### config.mk
export PLATFORM = sky130hd
export DESIGN_NAME = mem_stage_outstanding
export DESIGN_NICKNAME = d
export VERILOG_FILES = /design/src/rtl/mem_stage_outstanding.sv
export SDC_FILE = /design/constraint.sdc
export NUM_CORES = 1
export LEC_CHECK = 0
export CAP_MARGIN = 5
export CORE_UTILIZATION = 45
export DETAILED_ROUTE_END_ITERATION = 7
export GPL_TIMING_DRIVEN = 0
export PLACE_DENSITY = 0.81
export SKIP_LAST_GASP = 1
export SLEW_MARGIN = 10
export SYNTH_ARGS = -nofsm -noshare
export SYNTH_HDL_FRONTEND = slang
export SYNTH_SLANG_ARGS = --single-unit
### constraint.sdc
create_clock -name clk -period 31.7 [get_ports clk]
set_clock_uncertainty 0.1 [all_clocks]
set_input_delay 3.17 -clock clk [delete_from_list [all_inputs] [get_ports clk]]
set_output_delay 3.17 -clock clk [all_outputs]
set_load 0.005 [all_outputs]
### src/rtl/mem_stage_outstanding.sv
// Split-transaction memory stage: issues requests, tracks up to DEPTH in-order accesses
// in a completion queue, aligns/extends load data and cancels responses on flush.
module mem_stage_outstanding #(
    parameter int          DEPTH    = 2,
    parameter int          SIDE_W   = 48,
    parameter logic [31:0] RESET_PC = 32'h1c000000
) (
    input  logic                         clk,
    input  logic                         rst,
    input  logic                         in_valid,
    output logic                         in_ready,
    input  logic [31:0]                  in_pc,
    input  logic [31:0]                  in_addr,
    input  logic [7:0]                   in_mem_op,
    input  logic [31:0]                  in_wdata,
    input  logic [SIDE_W-1:0]            in_side,
    input  logic                         in_exc,
    input  logic                         in_ertn,
    output logic                         out_valid,
    input  logic                         out_ready,
    output logic [31:0]                  out_pc,
    output logic [31:0]                  out_result,
    output logic [SIDE_W-1:0]            out_side,
    output logic                         out_exc,
    output logic                         out_ertn,
    input  logic                         flush,
    output logic                         this_flush,
    output logic                         data_req,
    output logic                         data_wr,
    output logic [1:0]                   data_size,
    output logic [3:0]                   data_wstrb,
    output logic [31:0]                  data_addr,
    output logic [31:0]                  data_wdata,
    input  logic                         data_addr_ok,
    input  logic                         data_data_ok,
    input  logic [31:0]                  data_rdata,
    output logic [$clog2(DEPTH+1)-1:0]   outstanding
);

    localparam int PW = (DEPTH > 1) ? $clog2(DEPTH) : 1;
    localparam int CW = $clog2(DEPTH + 1);

    logic [31:0]       r_pc    [DEPTH];
    logic [31:0]       r_addr  [DEPTH];
    logic [7:0]        r_op    [DEPTH];
    logic [SIDE_W-1:0] r_side  [DEPTH];
    logic              r_exc   [DEPTH];
    logic              r_ertn  [DEPTH];
    logic              r_done  [DEPTH];
    logic [31:0]       r_rdata [DEPTH];

    logic [PW-1:0] r_head, r_tail;
    logic [CW-1:0] r_count, r_outstanding, r_cancel;
    logic          r_block;

    logic          w_need_req, w_full, w_accept, w_issue, w_pop, w_rsp_valid;
    logic          w_mark_found;
    logic [PW-1:0] w_mark_idx;
    logic [7:0]    w_hop;
    logic [31:0]   w_haddr, w_hdata;
    logic [7:0]    w_byte;
    logic [15:0]   w_half;

    function automatic logic [PW-1:0] nextPtr(input logic [PW-1:0] p);
        return (p == PW'(DEPTH - 1)) ? '0 : p + PW'(1);
    endfunction

    function automatic logic [PW-1:0] wrapIdx(input logic [PW-1:0] base, input int off);
        int s;
        s = int'(base) + off;
        if (s >= DEPTH) s = s - DEPTH;
        return PW'(s);
    endfunction

    assign w_need_req  = in_valid & (|in_mem_op) & ~in_exc & ~in_ertn & ~r_block & ~flush;
    assign w_full      = (r_count == CW'(DEPTH));
    assign data_req    = w_need_req & ~w_full & (r_outstanding < CW'(DEPTH));
    assign in_ready    = rst & ~flush & ~w_full & (~w_need_req | (data_req & data_addr_ok));
    assign w_accept    = in_valid & in_ready;
    assign w_issue     = w_accept & w_need_req;
    assign w_rsp_valid = data_data_ok & (r_outstanding != '0);
    assign w_pop       = out_valid & out_ready;
    assign this_flush  = r_block | (in_valid & (in_exc | in_ertn));
    assign outstanding = r_outstanding;

    assign data_wr    = in_mem_op[5] | in_mem_op[6] | in_mem_op[7];
    assign data_addr  = {in_addr[31:2], 2'b00};
    assign data_size  = (in_mem_op[2] | in_mem_op[7]) ? 2'd2 :
                        (in_mem_op[1] | in_mem_op[4] | in_mem_op[6]) ? 2'd1 : 2'd0;
    assign data_wstrb = in_mem_op[7] ? 4'b1111 :
                        in_mem_op[6] ? (4'b0011 << in_addr[1:0]) :
                        in_mem_op[5] ? (4'b0001 << in_addr[1:0]) : 4'b0000;
    assign data_wdata = in_mem_op[5] ? {4{in_wdata[7:0]}} :
                        in_mem_op[6] ? {2{in_wdata[15:0]}} : in_wdata;

    // Responses come back in order, so the oldest not-done entry owns the next data_ok.
    always_comb begin
        w_mark_found = 1'b0;
        w_mark_idx   = '0;
        for (int i = 0; i < DEPTH; i++) begin
            if (!w_mark_found && (i < int'(r_count)) && !r_done[wrapIdx(r_head, i)]) begin
                w_mark_found = 1'b1;
                w_mark_idx   = wrapIdx(r_head, i);
            end
        end
    end

    always_ff @(posedge clk) begin
        if (!rst) begin
            r_head        <= '0;
            r_tail        <= '0;
            r_count       <= '0;
            r_outstanding <= '0;
            r_cancel      <= '0;
            r_block       <= 1'b0;
            for (int i = 0; i < DEPTH; i++) begin
                r_pc[i]    <= RESET_PC;
                r_addr[i]  <= '0;
                r_op[i]    <= '0;
                r_side[i]  <= '0;
                r_exc[i]   <= 1'b0;
                r_ertn[i]  <= 1'b0;
                r_done[i]  <= 1'b0;
                r_rdata[i] <= '0;
            end
        end else if (flush) begin
            // Everything still in flight becomes a response to be discarded.
            r_head        <= '0;
            r_tail        <= '0;
            r_count       <= '0;
            r_block       <= 1'b0;
            r_outstanding <= r_outstanding - CW'(w_rsp_valid);
            r_cancel      <= r_outstanding - CW'(w_rsp_valid);
        end else begin
            if (w_accept) begin
                r_pc[r_tail]   <= in_pc;
                r_addr[r_tail] <= in_addr;
                r_op[r_tail]   <= in_mem_op;
                r_side[r_tail] <= in_side;
                r_exc[r_tail]  <= in_exc;
                r_ertn[r_tail] <= in_ertn;
                r_done[r_tail] <= ~w_issue;
                r_tail         <= nextPtr(r_tail);
                if (in_exc | in_ertn) r_block <= 1'b1;
            end
            if (w_rsp_valid) begin
                if (r_cancel != '0) begin
                    r_cancel <= r_cancel - CW'(1);
                end else if (w_mark_found) begin
                    r_done[w_mark_idx]  <= 1'b1;
                    r_rdata[w_mark_idx] <= data_rdata;
                end
            end
            if (w_pop) r_head <= nextPtr(r_head);
            r_count       <= r_count + CW'(w_accept) - CW'(w_pop);
            r_outstanding <= r_outstanding + CW'(w_issue) - CW'(w_rsp_valid);
        end
    end

    assign w_hop   = r_op[r_head];
    assign w_haddr = r_addr[r_head];
    assign w_hdata = r_rdata[r_head];

    always_comb begin
        case (w_haddr[1:0])
            2'd0:    w_byte = w_hdata[7:0];
            2'd1:    w_byte = w_hdata[15:8];
            2'd2:    w_byte = w_hdata[23:16];
            default: w_byte = w_hdata[31:24];
        endcase
        w_half = w_haddr[1] ? w_hdata[31:16] : w_hdata[15:0];
        if (w_hop[0])      out_result = {{24{w_byte[7]}}, w_byte};
        else if (w_hop[3]) out_result = {24'd0, w_byte};
        else if (w_hop[1]) out_result = {{16{w_half[15]}}, w_half};
        else if (w_hop[4]) out_result = {16'd0, w_half};
        else if (w_hop[2]) out_result = w_hdata;
        else               out_result = w_haddr;
    end

    assign out_valid = (r_count != '0) & r_done[r_head];
    assign out_pc    = r_pc[r_head];
    assign out_side  = r_side[r_head];
    assign out_exc   = r_exc[r_head];
    assign out_ertn  = r_ertn[r_head];

endmodule
* Word-level counts from Yosys, hierarchy flattened
Memories as Yosys holds them, arrays and structs flattened. A register that Yosys moved wholly into a read port is not among the register bits.
Index checks and enable logic that the tools add are counted.
W data, S select, Z words.
** Cells by class
- Multiply operators :: 0
- Add/subtract/negate cells :: 11
- Muxes and demuxes :: 80
- $lt $le $gt $ge :: 5
- Div/mod/pow operators :: 0
- Equal/unequal tests :: 3
- Bitwise logic cells :: 33
- Shifts and indexed selects :: 2
- Reduce and logical (&&, ||, !) cells :: 25
** Operators with widths (count)
- $mux W32 :: 10
- $reduce_or A32 Y1 :: 3
- $mux W1 :: 58
- $mux W48 :: 1
- $reduce_or A48 Y1 :: 1
- $pmux W8 S3 :: 1
- $and A1 B1 Y1 :: 17
- $mux W16 :: 1
- $reduce_or A8 Y1 :: 2
- $mux W4 :: 3
- $mux W2 :: 5
- $reduce_bool A2 Y1 :: 5
- $mux W8 :: 1
- $not A1 Y1 :: 8
- $or A1 B1 Y1 :: 8
- $sub A2 B1 Y2 :: 3
- $add A2 B1 Y2 :: 2
- $eq A2 B2 Y1 const B :: 2
- $lt A1 B2 Y1 const A :: 2
- $reduce_and A2 Y1 :: 2
- $reduce_or A1 Y1 :: 4
- $shl A1 B2 Y4 const A :: 1
- $shl A2 B2 Y4 const A :: 1
- $logic_and A1 B1 Y1 :: 3
- 11 further kinds :: 15
** Storage, ports and cells
- RAM bits :: 310
- Logic and storage cells :: 173
- Input bits :: 193
- Memories kept :: 8
- Output and inout port bits :: 191
- Memory bits (read-only) :: 0
- Bits in registers :: 9
- Bits in latches :: 0
** Memories
- r_side :: words 2, width 48, read ports 1, clocked after Yosys merged registers in 1, wr ports 2, RTL line 46 : logic [SIDE_W-1:0] r_side [DEPTH];
- r_addr :: words 2, width 32, read ports 1, clocked after Yosys merged registers in 1, wr ports 2, RTL line 44 : logic [31:0] r_addr [DEPTH];
- r_pc :: words 2, width 32, read ports 1, clocked after Yosys merged registers in 1, wr ports 2, RTL line 43 : logic [31:0] r_pc [DEPTH];
- r_rdata :: words 2, width 32, read ports 1, clocked after Yosys merged registers in 1, wr ports 2, RTL line 50 : logic [31:0] r_rdata [DEPTH];
- r_op :: words 2, width 8, read ports 1, clocked after Yosys merged registers in 1, wr ports 2, RTL line 45 : logic [7:0] r_op [DEPTH];
- r_done :: words 2, width 1, read ports 3, clocked after Yosys merged registers in 1, wr ports 2, RTL line 49 : logic r_done [DEPTH];
- +2 memories

* Longest topological paths before layout
- Word-level depth :: 18
- Mapped depth :: 12
- Depth with buffers taken out :: 11

* Worst setup path after synthesis
No wires, ideal clock.
- Kind :: input-to-reg
- Start point :: input in_mem_op[6]
- End point :: memory r_addr[0][0] (enable)
- Data arrival time :: 12088 ps
- Stages on the path :: 6
- Library setup time :: 755 ps
- Data required time :: 30845 ps
- Path buffers :: 1
- Path slack :: 18757 ps
- Path through :: buf_2 > nor3_2 > nand3_1 > nand2_1 > nor2_2 > o21ai_0
** RTL lines
- start: declaration :: RTL line 14 : input logic [7:0] in_mem_op,
- end: declaration :: RTL line 44

* Worst setup path after layout
- Start point :: input in_mem_op[4]
- End point :: output in_ready
** On the way
- Word-level cells in the longest chain between the ends :: 11
- Elaborated cells on any way between the ends :: 12
- Classes of those cells :: 11 x bitwise; 1 x reduce/logical
** RTL lines
- $reduce_or A8 Y1 * :: RTL line 75 : assign w_need_req = in_valid & (|in_mem_op) & ~in_exc & ~in_ertn & ~r_block & ~flush;
- $and A1 B1 Y1 * (5 in series) :: RTL line 75
- $and A1 B1 Y1 (2 in series) :: RTL line 77 : assign data_req = w_need_req & ~w_full & (r_outstanding < CW'(DEPTH));
- $and A1 B1 Y1 :: RTL line 78 : assign in_ready = rst & ~flush & ~w_full & (~w_need_req | (data_req & data_addr_ok));
- $or A1 B1 Y1 * :: RTL line 78
- $and A1 B1 Y1 * :: RTL line 78
- end: declaration :: RTL line 11 : output logic in_ready,
Every way passes the cells marked *; elsewhere a longest branch is shown, timed or not.

==> metrics <==
initial antenna violation count 4; nets@finish 1917; DP Wirelength 35.3 mm; GRT Max-Usage Layer met2; dominant cells by area after synthesis edfxtp_1 (56%), and2_1 (11%), mux2_2 (6.8%), mux2i_1 (4.2%), a211oi_1 (2.6%); deepest clock path buffer count 3; Mapped Avg Cell Area 12.5 um^2; Final ANT Viol Nets 0; CP Launch Point in_mem_op[4]; Worst slew margin 0.407; Area growth syn-to-layout 36.2%; WP data arrival 5.43 ns; initial DRC count 729; commonest cells after routing, fill and taps aside clkdlybuf4s50_1 (379), edfxtp_1 (298), and2_1 (291); actual slew at the worst max-slew pin 0.889 ns; WL final 47.2 mm; Initial Util 0.461; clock sinks 314; Max Cap Viol 0; commonest non-fill, non-tap cell in the layout clkdlybuf4s50_1; post-synthesis sequential area ratio 0.578; HP Class reg2reg; peak supply drop 0.0366 mV; drt via density 5.35; I/O Buffers 379; Die W 191 um; Num CTS Buffers 34; Yosys top cell area share 0.558; gpl congestion 0.939; Setup-failing EPs final 0; Rows 68; crit path time final 8.70 ns; mapped cell area 16000 um^2; multiplexer share of the synthesized area 0.112; worst r2r src r_block; drt drc 0; IO Count 384; Setup crit end kind output pin; Fill cells 2630; unrepaired setup endpoints after global routing no; first-pass GRT wire length 70.4 mm; clock root buffer master clkbuf_16; Synth cell types 58; Initial DRT Pass Iterations 5; pre-CTS WS 23.05 ns; hold_sp r_exc[1]; largest net degree at the start of global routing 27; GR Util met3 0.0659; status finished, final reports clean; H-tree depth 2; vias post-DR 11700; fin crit share 0.275; Clock Pin Slew Worst Setup and Hold Paths 0.06 ns; leading area contributor after synthesis edfxtp_1; Post-Synth Simple-Gate Area 0.166; vias in the first global route 12100; Gate Count Post-Synth 1286; endpoints failing hold 0; Synth async-reset ratio 0; TritonCTS clock tree yes; Core ar. 34800 um^2; Tot GR Track Use 0.257; Adder-Cell Fraction of Synth Area 0.00780; Worst EP required 28.43 ns; setup TNS 0 ns; synth warn 0; largest family of logic cells by synthesized area simple AND/OR/NAND/NOR gates; P per Cell Area 46.8 nW/um^2; GRT Residual Overflow 0; Max Freq 115 MHz; Synth Flop Type edfxtp_1; global-route met2 utilization 0.437; Die Area 36400 um^2; DIE HEIGHT 191 um; post-synthesis compound-gate area fraction 0.0783; synthesized flop and latch total 314; EDFF count, synth 298; GR Layer Usage met1 0.317; XOR/XNOR Fraction of Synth Area 0.00437; Clock Latency Late Sink 0.51 ns; cts hold-fix bufs 0; post-CTS setup buffers 0; routed wire length per instance 21.5 um; Max Slew Vio Count 0; post-cts repair resize count 0; Crit Path Class in2out; share of post-route cells with drive strength above 1 0.168; Worst Setup Start Kind input pin; final setup margin 23.00 ns; crit-path max FO 8; leakage 8.39 nW
-- where the power goes --
group / total (mW) / internal, mW / leakage [nW] / switching (mW)
Sequential: 0.482 / 0.473 / 3.22 / 0.00807
Clock: 0.393 / 0.235 / 0.537 / 0.158
Combinational: 0.148 / 0.0828 / 4.63 / 0.0655
Total: 1.02 / 0.792 / 8.39 / 0.232
-- cell type report --
| cell class | instances | area, um^2 | area share |
|---|---|---|---|
| flip-flops and latches | 314 | 9270 | 0.424 |
| multi-input cells | 824 | 5960 | 0.273 |
| repair buffers | 391 | 4080 | 0.187 |
| clock buffers | 44 | 950 | 0.0435 |
| plain buffers | 126 | 771 | 0.0353 |
| well taps | 455 | 569 | 0.0261 |
| clock inverters | 15 | 153 | 0.00699 |
| inverters | 23 | 86.3 | 0.00395 |
| diodes | 4 | 10.0 | 0.000458 |
-- through the flow --
step                cells  power [mW]  area (um^2)  utilization  hold WS, ns
floorplan            1287       0.553        16000            -        0.333
global placement     2121       0.638        20400        0.587        0.344
detailed placement   2133       0.637        20700        0.596        0.363
CTS                  2192        1.03        21800        0.627        0.372
global route         2196        1.06        21800        0.628        0.392
finish               2196        1.02        21800        0.628        0.378
-- registers in the layout, indices dropped and copies added (netlist names), named ones only --
register and flops:
r_side 96, r_addr 64, r_pc 64, r_rdata 64
r_op 10, outstanding 2, r_cancel 2, r_count 2
r_done 2, r_ertn 2, r_exc 2, r_block 1
r_head 1, r_tail 1
-- logic make-up after synthesis --
family          Yosys count
simple gates            437
flops                   314
compound gates          201
mux                     166
buf+inv                 149
fa+ha+maj                10
xor+xnor                  8
other cells               1
-- per-layer routing --
| metal | vias to the layer above | routed length, um |
|---|---|---|
| met5 | - | 0 |
| met4 | 0 | 1350 |
| met3 | 79 | 4260 |
| met2 | 518 | 23100 |
| met1 | 5709 | 18500 |
| li1 | 5442 | - |
-- cell usage after synthesis (16+ instances only) --
library cell,instances
a21oi_1,61
nand2_1,35
o21ai_0,40
nor2b_1,39
edfxtp_1,298
nor2_1,19
buf_2,56
inv_1,23
a211oi_1,56
dfxtp_1,16
nand2b_1,16
mux2i_1,68
buf_4,46
mux2_2,97
and2_1,291
-- worst max-delay path, stage by stage --
cell and delay (ns):
clkdlybuf4s50_1 0.50, nor3_2 0.27, nand3_1 0.28, nand2_1 0.24
nor2_2 0.14, nor3_1 0.27, clkdlybuf4s50_1 0.55
-- final timing paths --
path                          to  slack (ns)  cells after the start
setup / recovery        in_ready       23.00                      7
hold / removal          r_exc[1]        0.38                      2
setup reg to reg  outstanding[1]       28.96                     11
hold reg to reg         r_exc[1]        0.38                      2
(Power assumes the default switching activity.)
